**config.mk**
```make
export PLATFORM = sky130hd
export DESIGN_NAME = widen_arbiter
export DESIGN_NICKNAME = d
export VERILOG_FILES = /design/src/rtl/widen_arbiter_pkg.sv /design/src/rtl/widen_arbiter_lanes.sv /design/src/rtl/widen_arbiter.sv
export SDC_FILE = /design/constraint.sdc
export NUM_CORES = 1
export LEC_CHECK = 0
export BUFFER_PORTS_ARGS = -buffer_cell sky130_fd_sc_hd__buf_2
export CAP_MARGIN = 40
export CORE_ASPECT_RATIO = 1.75
export CORE_MARGIN = 4
export CORE_UTILIZATION = 43
export DETAILED_ROUTE_END_ITERATION = 10
export HOLD_SLACK_MARGIN = 0.03
export PLACE_DENSITY = 0.9
export SETUP_SLACK_MARGIN = 0.2
export SYNTH_ARGS = -nofsm -noshare
export SYNTH_HDL_FRONTEND = slang
export SYNTH_SLANG_ARGS = --single-unit
```
**constraint.sdc**
```tcl
create_clock -name clk -period 2.5 [get_ports clk]
set_input_delay 0.25 -clock clk [delete_from_list [all_inputs] [get_ports clk]]
set_output_delay 0.25 -clock clk [all_outputs]
set_load 0.05 [all_outputs]
```
**src/rtl/widen_arbiter_pkg.sv**
```systemverilog
// widen_arbiter_pkg: shared FSM state type and default geometry for the widening arbiter
package widen_arbiter_pkg;
    typedef enum logic [1:0] {IDLE, OWN0, OWN1} state_t;
    localparam int LANES_DEF = 8;
    localparam int IN_W_DEF  = 8;
    localparam int OUT_W_DEF = 16;
    localparam int ROWS_DEF  = 8;
endpackage

```
**src/rtl/widen_arbiter_lanes.sv**
```systemverilog
// widen_lanes: combinational per-lane zero extension from IN_W to OUT_W bits
module widen_lanes
    import widen_arbiter_pkg::*;
#(
    parameter int LANES = LANES_DEF,
    parameter int IN_W  = IN_W_DEF,
    parameter int OUT_W = OUT_W_DEF
) (
    input  logic [LANES*IN_W-1:0]  din,
    output logic [LANES*OUT_W-1:0] dout
);
    for (genvar k = 0; k < LANES; k++) begin : g_lane
        assign dout[k*OUT_W +: OUT_W] = OUT_W'(din[k*IN_W +: IN_W]);
    end
endmodule

```
**src/rtl/widen_arbiter.sv**
```systemverilog
// widen_arbiter: two-requester round-robin block arbiter emitting zero-extended rows
module widen_arbiter
    import widen_arbiter_pkg::*;
#(
    parameter int LANES = LANES_DEF,
    parameter int IN_W  = IN_W_DEF,
    parameter int OUT_W = OUT_W_DEF,
    parameter int ROWS  = ROWS_DEF
) (
    input  logic                     clk,
    input  logic                     rst,
    input  logic                     req0_valid,
    input  logic [LANES*IN_W-1:0]    req0_data,
    output logic                     req0_ready,
    input  logic                     req1_valid,
    input  logic [LANES*IN_W-1:0]    req1_data,
    output logic                     req1_ready,
    output logic                     out_valid,
    output logic [LANES*OUT_W-1:0]   out_data,
    output logic                     out_src,
    output logic [$clog2(ROWS)-1:0]  out_row,
    output logic                     out_last,
    input  logic                     out_ready,
    output logic                     busy
);
    localparam int RW = $clog2(ROWS);

    state_t                 state, state_nx;
    logic [RW-1:0]          row_cnt;
    logic                   last_srv, owner, own_valid, can_load, xfer, last_row;
    logic [LANES*OUT_W-1:0] wide;

    widen_lanes #(.LANES(LANES), .IN_W(IN_W), .OUT_W(OUT_W)) u_widen (
        .din  (owner ? req1_data : req0_data),
        .dout (wide)
    );

    assign busy = state != IDLE;

    // Handshake and next state; only the block owner ever sees ready, so blocks stay atomic.
    always_comb begin
        owner      = state == OWN1;
        own_valid  = state == OWN0 ? req0_valid : state == OWN1 ? req1_valid : 1'b0;
        can_load   = !out_valid || out_ready;
        req0_ready = state == OWN0 && can_load;
        req1_ready = state == OWN1 && can_load;
        xfer       = own_valid && can_load;
        last_row   = row_cnt == RW'(ROWS - 1);
        state_nx   = state;
        if (state == IDLE)
            state_nx = req0_valid && req1_valid ? (last_srv ? OWN0 : OWN1) :
                       req0_valid ? OWN0 : req1_valid ? OWN1 : IDLE;
        else if (xfer && last_row)
            state_nx = IDLE;
    end

    // State, round-robin memory and row position within the current block.
    always_ff @(posedge clk or posedge rst) begin
        if (rst) begin
            state    <= IDLE;
            row_cnt  <= '0;
            last_srv <= 1'b1;
        end else begin
            state <= state_nx;
            if (xfer) row_cnt <= last_row ? '0 : row_cnt + RW'(1);
            if (xfer && last_row) last_srv <= owner;
        end
    end

    // Output row register: a transfer overwrites it, otherwise it drains once accepted.
    always_ff @(posedge clk or posedge rst) begin
        if (rst) begin
            out_valid <= 1'b0;
            out_data  <= '0;
            out_src   <= 1'b0;
            out_row   <= '0;
            out_last  <= 1'b0;
        end else if (xfer) begin
            out_valid <= 1'b1;
            out_data  <= wide;
            out_src   <= owner;
            out_row   <= row_cnt;
            out_last  <= last_row;
        end else if (out_ready) begin
            out_valid <= 1'b0;
        end
    end
endmodule
```
==> summary.md, run 1 <==
| Metric | Value |
|---|---|
| Outcome | finished clean |
| TritonCTS clock tree | yes |
| N_diodes | 0 |
| Worst Hold End | state[0] |
| Average vias per placed instance | 4.716 |
| Yosys top cell area share | 0.4475 |
| Worst slew pin tran | 584.1 ps |
| Post-Route Skew | 7.571 ps |
| DR WL met3 | 894 um |
| IO Count | 270 |
| R2R cell count | 4 |
| Placed cells | 631 |
| Buffers on Ports | 205 |
| Iteration-0 DRC Markers | 83 |
| Critical path class | flip-flop to output port |
| Worst path top cell family by delay | buffers and inverters |
| Distinct cells, synth | 26 |
| CP Capture Type | output port |
| Die area | 0.01146 sq mm |
| Setup TNS | 0 ps |
| Detailed Route WL | 10130 um |
| Num CTS Buffers | 9 |
| Final hold slack | 192.4 ps |
| Drt wl/cell | 15.63 um |
| Largest area contributor in the netlist | dfrtp_1 |
| VDD IR-drop max | 1.085 mV |
| Worst Path Arrival | 1790 ps |
| DRC | 0 |
| Top Metal Used | met4 |
| M1 wire length | 3140 um |
| Largest cells by area after synthesis | dfrtp_1 (45%), mux2_2 (35%), buf_4 (13%) |
| Final Wtd Congestion | 0.7368 |
| Worst-path clk slew | 60 ps |
| Via count | 3056 |
| Tmin final | 2036 ps |
| Worst stage delay on the critical path | 430 ps |
| Synth Warn # | 0 |
| Setup Viol. Count Final | 0 |
| Stages on worst setup path | 4 |
| Worst path cell trace | and2b_4 -> buf_12 -> and2_1 -> buf_2 |
| Max-slew violation count | 0 |
| Area growth syn-to-layout | 28.85% |
| Pre-Repair DR Iteration Count | 4 |
| Die Wd | 82.66 um |
| Flop-to-flop setup slack | 670 ps |
| Worst-Skew Late Latency | 320 ps |
| Hold path start | req0_valid |
| Final Hold Fails | 0 |
| Reg-to-Reg Start | state[0] |
| First-pass GRT wire length | 15190 um |
| Wire length on met2 | 5638 um |
| Slowest CP cell | dfrtp_1 |
| Pin count of the biggest net entering global routing | 73 |
| Critical-path maximum fanout | 67 |
| Relative slew slack | 0.6100 |
| Max cap viols | 0 |
| Synthesis-stage register bit count | 76 |
| Core ar. | 0.009468 sq mm |
| Sequential-to-total area share from yosys stat | 0.4538 |
| Crit path launch type | flip-flop |
| Sink Count | 76 |
| Vias in the first global route | 3113 |
| WP data required | 2250 ps |
| Hold Path Class | input pin to flip-flop |
| Lkg Pwr | 0.002682 uW |
| Crit path buf inv count | 2 |
| Root Driver | clkbuf_16 |
| Fmax | 491.1 MHz |
| Worst Hold Depth | 2 |
| Finished Layout Cells | 648 |
| Initial Utilization | 0.4430 |
| Core Rows | 47 |
| Util after Layout | 0.5708 |
| Synthesized area per cell | 13.31 sq um |
| Setup WS post-layout | 463.7 ps |
| Total global-route track usage | 0.1737 |
| Die Y | 138.6 um |
| RSZ-0062 raised after global routing | no |
| Mapped Cells | 315 |
| Max clock buf depth | 2 |
| DPL Wire Length | 8006 um |
| Fraction of layout cells with a size suffix above 1 | 0.6844 |
| Post-synthesis cell area | 0.004194 sq mm |
| Final period util | 0.8145 |
| Initial antenna violation count | 0 |
| GRT overflow | 0 |
| Post-CTS sizing | 0 |
| Pwr dens | 1575 mW/mm^2 |
| Place WS | 690.3 ps |
| Nets@finish | 656 |
| Post-route ant nets | 0 |
| Reg-to-reg endpoint | out_data[65] |
| # H-tree levels | 3 |
cells in the final DEF (no fill, tap or decap), drive strengths merged, types with 2 or more instances in the layout:
cell        n
buf       209
mux2      136
dfrtp      75
conb       64
clkbuf     13
inv         5
nand3b      2
ha          2
clkinvlp    2
a21oi       2
routing by layer:
metal	GRT usage	vias to the layer above
met2	0.3194	203
met3	0.04356	39
met4	0.09475	0
li1	-	1382
met5	0	-
met1	0.1669	1432
worst max path at each step:
stage                              end  startpoint
after CTS                   req1_ready    state[0]
after detailed placement  out_data[65]    state[0]
final                       req1_ready    state[0]
after floorplan             req0_ready   out_valid
after global routing        req1_ready    state[0]
after global placement    out_data[53]    state[0]
cell families after synthesis:
group | synth area share
buffers and inverters | 0.1459
AO/OA/AOI/OAI | 0.01253
multiplexers | 0.3652
adder cells (fa/ha/maj) | 0.005966
AND/OR/NAND/NOR | 0.01581
flip-flops | 0.4538
other | 0.0008941
through the flow:
step                      cell area, sq um  total power, uW
after floorplan                       4431             6276
after global placement                5079             7077
after detailed placement              5079             7238
after CTS                             5404             8596
after global routing                  5404             8908
final                                 5404             8513
Yosys cell counts:
library cell    n
nand2b_1        1
mux2_2        131
mux2_1          5
nor3b_1         1
inv_1           5
a21o_1          1
nand3b_1        2
dfstp_2         1
nor2b_1         1
dfrtp_1        75
or2_2           1
a211o_1         1
a22o_1          1
buf_4          71
conb_1          1
and2_1          1
nand3_1         1
ha_1            2
buf_2           3
a21oi_1         1
buf_6           4
and2b_4         1
a21oi_2         1
o21ai_0         1
nor2_1          1
a2111oi_0       1
where the power goes:
| group | switching [uW] | internal, uW |
|---|---|---|
| combinational | 3360 | 1620 |
| sequential | 330 | 1870 |
| clock | 473 | 855 |
| total | 4160 | 4350 |
cell type report:
| cell class | count | area, sq um |
|---|---|---|
| sequential | 76 | 1903 |
| clock buffer | 13 | 270.3 |
| inverter | 5 | 18.77 |
| fill | 783 | 4064 |
| tap | 122 | 152.6 |
| clock inverter | 3 | 45.04 |
| multi-input combinational | 219 | 1923 |
| timing repair buffer | 210 | 1091 |
worst register-to-register path: stages (launching register included):
cell and delay (ps):
dfrtp_1 430, and2b_4 280, buf_12 310, mux2_2 430
mux2_2 270
repair_timing:
item                                   4_1_cts  5_1_grt
hold buffers                                 1        0
endpoints found under the hold margin       26        0
buffers inserted                             0        0
sequential cells by signal (all words and copies together) (netlist names):
signal     count
out_src        1
state          2
out_data      64
last_srv       1
out_last       1
out_row        3
out_valid      1
row_cnt        3
(Power assumes the default switching activity.)
==> run 2: changes to the inputs <==
clock period = 2.1 ns   (was 2.5 ns; I/O delays follow)
==> run 2 against run 1 <==
First-iteration DRC count stayed put. Combinational power increased by 21%. Hold slack worse by 41 ps. Design area up 0.95%. Via count about the same. Sequential share of layout area fell by 0.33 points. Setup slack lost 200 ps. Clock-buffer cell count fell by 3. Final cell count up 0.31%. Routed wire length is 0.83% higher. Sequential cell count is the same. Sequential power increased by 18%.
==> summary.md, run 2 (synthesized netlist as in run 1, its figures left out) <==
| Metric | Value |
|---|---|
| Fraction of layout cells with a size suffix above 1 | 0.6894 (+0.004983) |
| Tmin final | 1834 ps |
| Post-Route Skew | 8.239 ps (+0.6674 ps) |
| DRC | 0 (unchanged) |
| Buffers on Ports | 205 (unchanged) |
| Most common cell after layout, fill and taps aside | buf_2 |
| Via count | 3059 (+0.098%) |
| Largest register FFs | 64 (unchanged) |
| Initial Utilization | 0.4430 (unchanged) |
| Max clock buf depth | 2 (unchanged) |
| Util after Layout | 0.5762 (+0.005418) |
| Lkg Pwr | 0.002699 uW (+0.62%) |
| Critical path class | flip-flop to flip-flop |
| Die area | 0.01146 sq mm (unchanged) |
| Final period util | 0.8736 |
| Largest Register | out_data |
| Core ar. | 0.009468 sq mm (unchanged) |
| Pin count of the biggest net entering global routing | 77 (+5.5%) |
| Die Y | 138.6 um (unchanged) |
| Crit path launch type | flip-flop |
| VDD IR-drop max | 1.184 mV (+9.2%) |
| Psw | 5008 uW (+20%) |
| DPL Wire Length | 7966 um (-0.49%) |
| Int Pwr | 5196 uW (+19%) |
| Setup Viol. Count Final | 0 (unchanged) |
| Clk pwr share | 0.154 (-0.002) |
| TritonCTS clock tree | yes |
| Nets@finish | 658 (+0.30%) |
| Total global-route track usage | 0.1764 (+0.002721) |
| Iteration-0 DRC Markers | 83 (unchanged) |
| Commonest non-fill, non-tap cells in the layout | buf_2 (204), mux2_2 (131), dfrtp_1 (75), conb_1 (64), clkbuf_16 (10) |
| Max cap viols | 0 (unchanged) |
| WP data required | 2310 ps (+60 ps) |
| Final instance area | 0.005455 sq mm (+0.95%) |
| N_diodes | 0 (unchanged) |
| IO Count | 270 (unchanged) |
| Drt wl/cell | 15.71 um (+0.52%) |
| Average vias per placed instance | 4.706 (-0.21%) |
| Worst-Skew Late Latency | 330 ps (about the same) |
| Outcome | finished clean |
| Critical-path maximum fanout | 72 (+7.5%) |
| # H-tree levels | 3 (unchanged) |
| Sink Count | 76 (unchanged) |
| Fmax | 545.1 MHz |
| Combinational Power Share | 0.591 (+0.005) |
| Initial antenna violation count | 0 (unchanged) |
| Setup TNS | 0 ps (unchanged) |
| Num CTS Buffers | 9 (unchanged) |
| Flop pwr share | 0.255 (-0.004) |
| Core Rows | 47 (unchanged) |
| Placed cell area | 0.005112 sq mm (+0.67%) |
| Final Wtd Congestion | 0.7866 (+6.8%) |
| # fillers | 777 (-0.77%) |
| Root Driver | clkbuf_16 |
| Detailed Route WL | 10210 um (+0.83%) |
| First-pass GRT wire length | 15460 um (+1.7%) |
| Sw frac | 0.4908 (+0.001805) |
| GRT overflow | 0 (unchanged) |
| Vias in the first global route | 3268 (+5.0%) |
| Die Wd | 82.66 um (unchanged) |
| Pwr dens | 1870 mW/mm^2 (+19%) |
| CP Capture Type | flip-flop |
| Max-slew violation count | 0 (unchanged) |
| Hold Path Class | input pin to flip-flop |
| Final Hold Fails | 0 (unchanged) |
| Biggest regs | out_data (64), out_row (3), row_cnt (3) |
| Area growth syn-to-layout | 30.07% |
| Pre-Repair DR Iteration Count | 4 (unchanged) |
| RSZ-0062 raised after global routing | yes |
| Post-route ant nets | 0 (unchanged) |
| Worst Path Arrival | 2040 ps (+250 ps) |
| Worst-path clk slew | 60 ps (about the same) |
run 2: stage by stage:
stage | power, uW | setup WS, ps | hold WS [ps] | std cells
floorplan | 7477 | 351.9 | 342.5 | 378
global placement | 8464 | 339.6 | 353.4 | 631
detailed placement | 8665 | 276.1 | 363.4 | 631
CTS | 10320 | 245.3 | 137.3 | 650
global route | 10710 | 199.6 | 132.3 | 650
finish | 10200 | 265.5 | 151.0 | 650
run 2: cell type report:
type | instances | area (sq um) | share of cell area
multi-input combinational | 219 | 1928 | 0.3534
sequential | 76 | 1903 | 0.3489
timing repair buffer | 212 | 1139 | 0.2087
clock buffer | 10 | 239.0 | 0.04381
tap | 122 | 152.6 | 0.02798
clock inverter | 6 | 71.32 | 0.01307
inverter | 5 | 22.52 | 0.004128
run 2: power by group through the flow:
| stage | Sequential, uW | Clock (uW) | Combinational, uW |
|---|---|---|---|
| 6_report | 2600 | 1570 | 6030 |
| 5_1_grt | 2700 | 1680 | 6330 |
| 4_1_cts | 2620 | 1630 | 6080 |
| 3_5_place_dp | 2630 | 0 | 6030 |
| 3_3_place_gp | 2580 | 0 | 5880 |
| 2_1_floorplan | 5030 | 0 | 2440 |
run 2: worst paths after layout:
kind	from	to	slack [ps]	cells after the start
max in group asynchronous	rst	last_srv	1190	4
min in group asynchronous	rst	out_data[65]	540	4
hold / removal	req0_valid	state[0]	150	2
hold reg to reg	out_row[1]	out_row[1]	480	1
setup reg to reg	state[1]	out_data[68]	270	4
setup / recovery	state[1]	out_data[68]	270	4
run 2: critical path, stage by stage (launching register included):
cell and delay, ps:
dfrtp_1 440, nand3b_1 270, a21oi_4 210, clkbuf_16 360, mux2_2 400
run 2: repair_timing:
action | CTS | global route
hold endpoints to repair | 75 | 0
resized for setup | 0 | 2
endpoints found under the setup margin | 1 | 4
hold buffers | 1 | 0
cloned | 0 | 0
setup buffers | 2 | 0
run 2: metal layers:
layer  routed length [um]  vias to the layer above  track usage
li1                     -                     1388            -
met1                 3168                     1472       0.1580
met2                 5940                      174       0.3494
met3                  779                       25      0.04226
met4                  320                        0      0.07149
met5                    0                        -            0
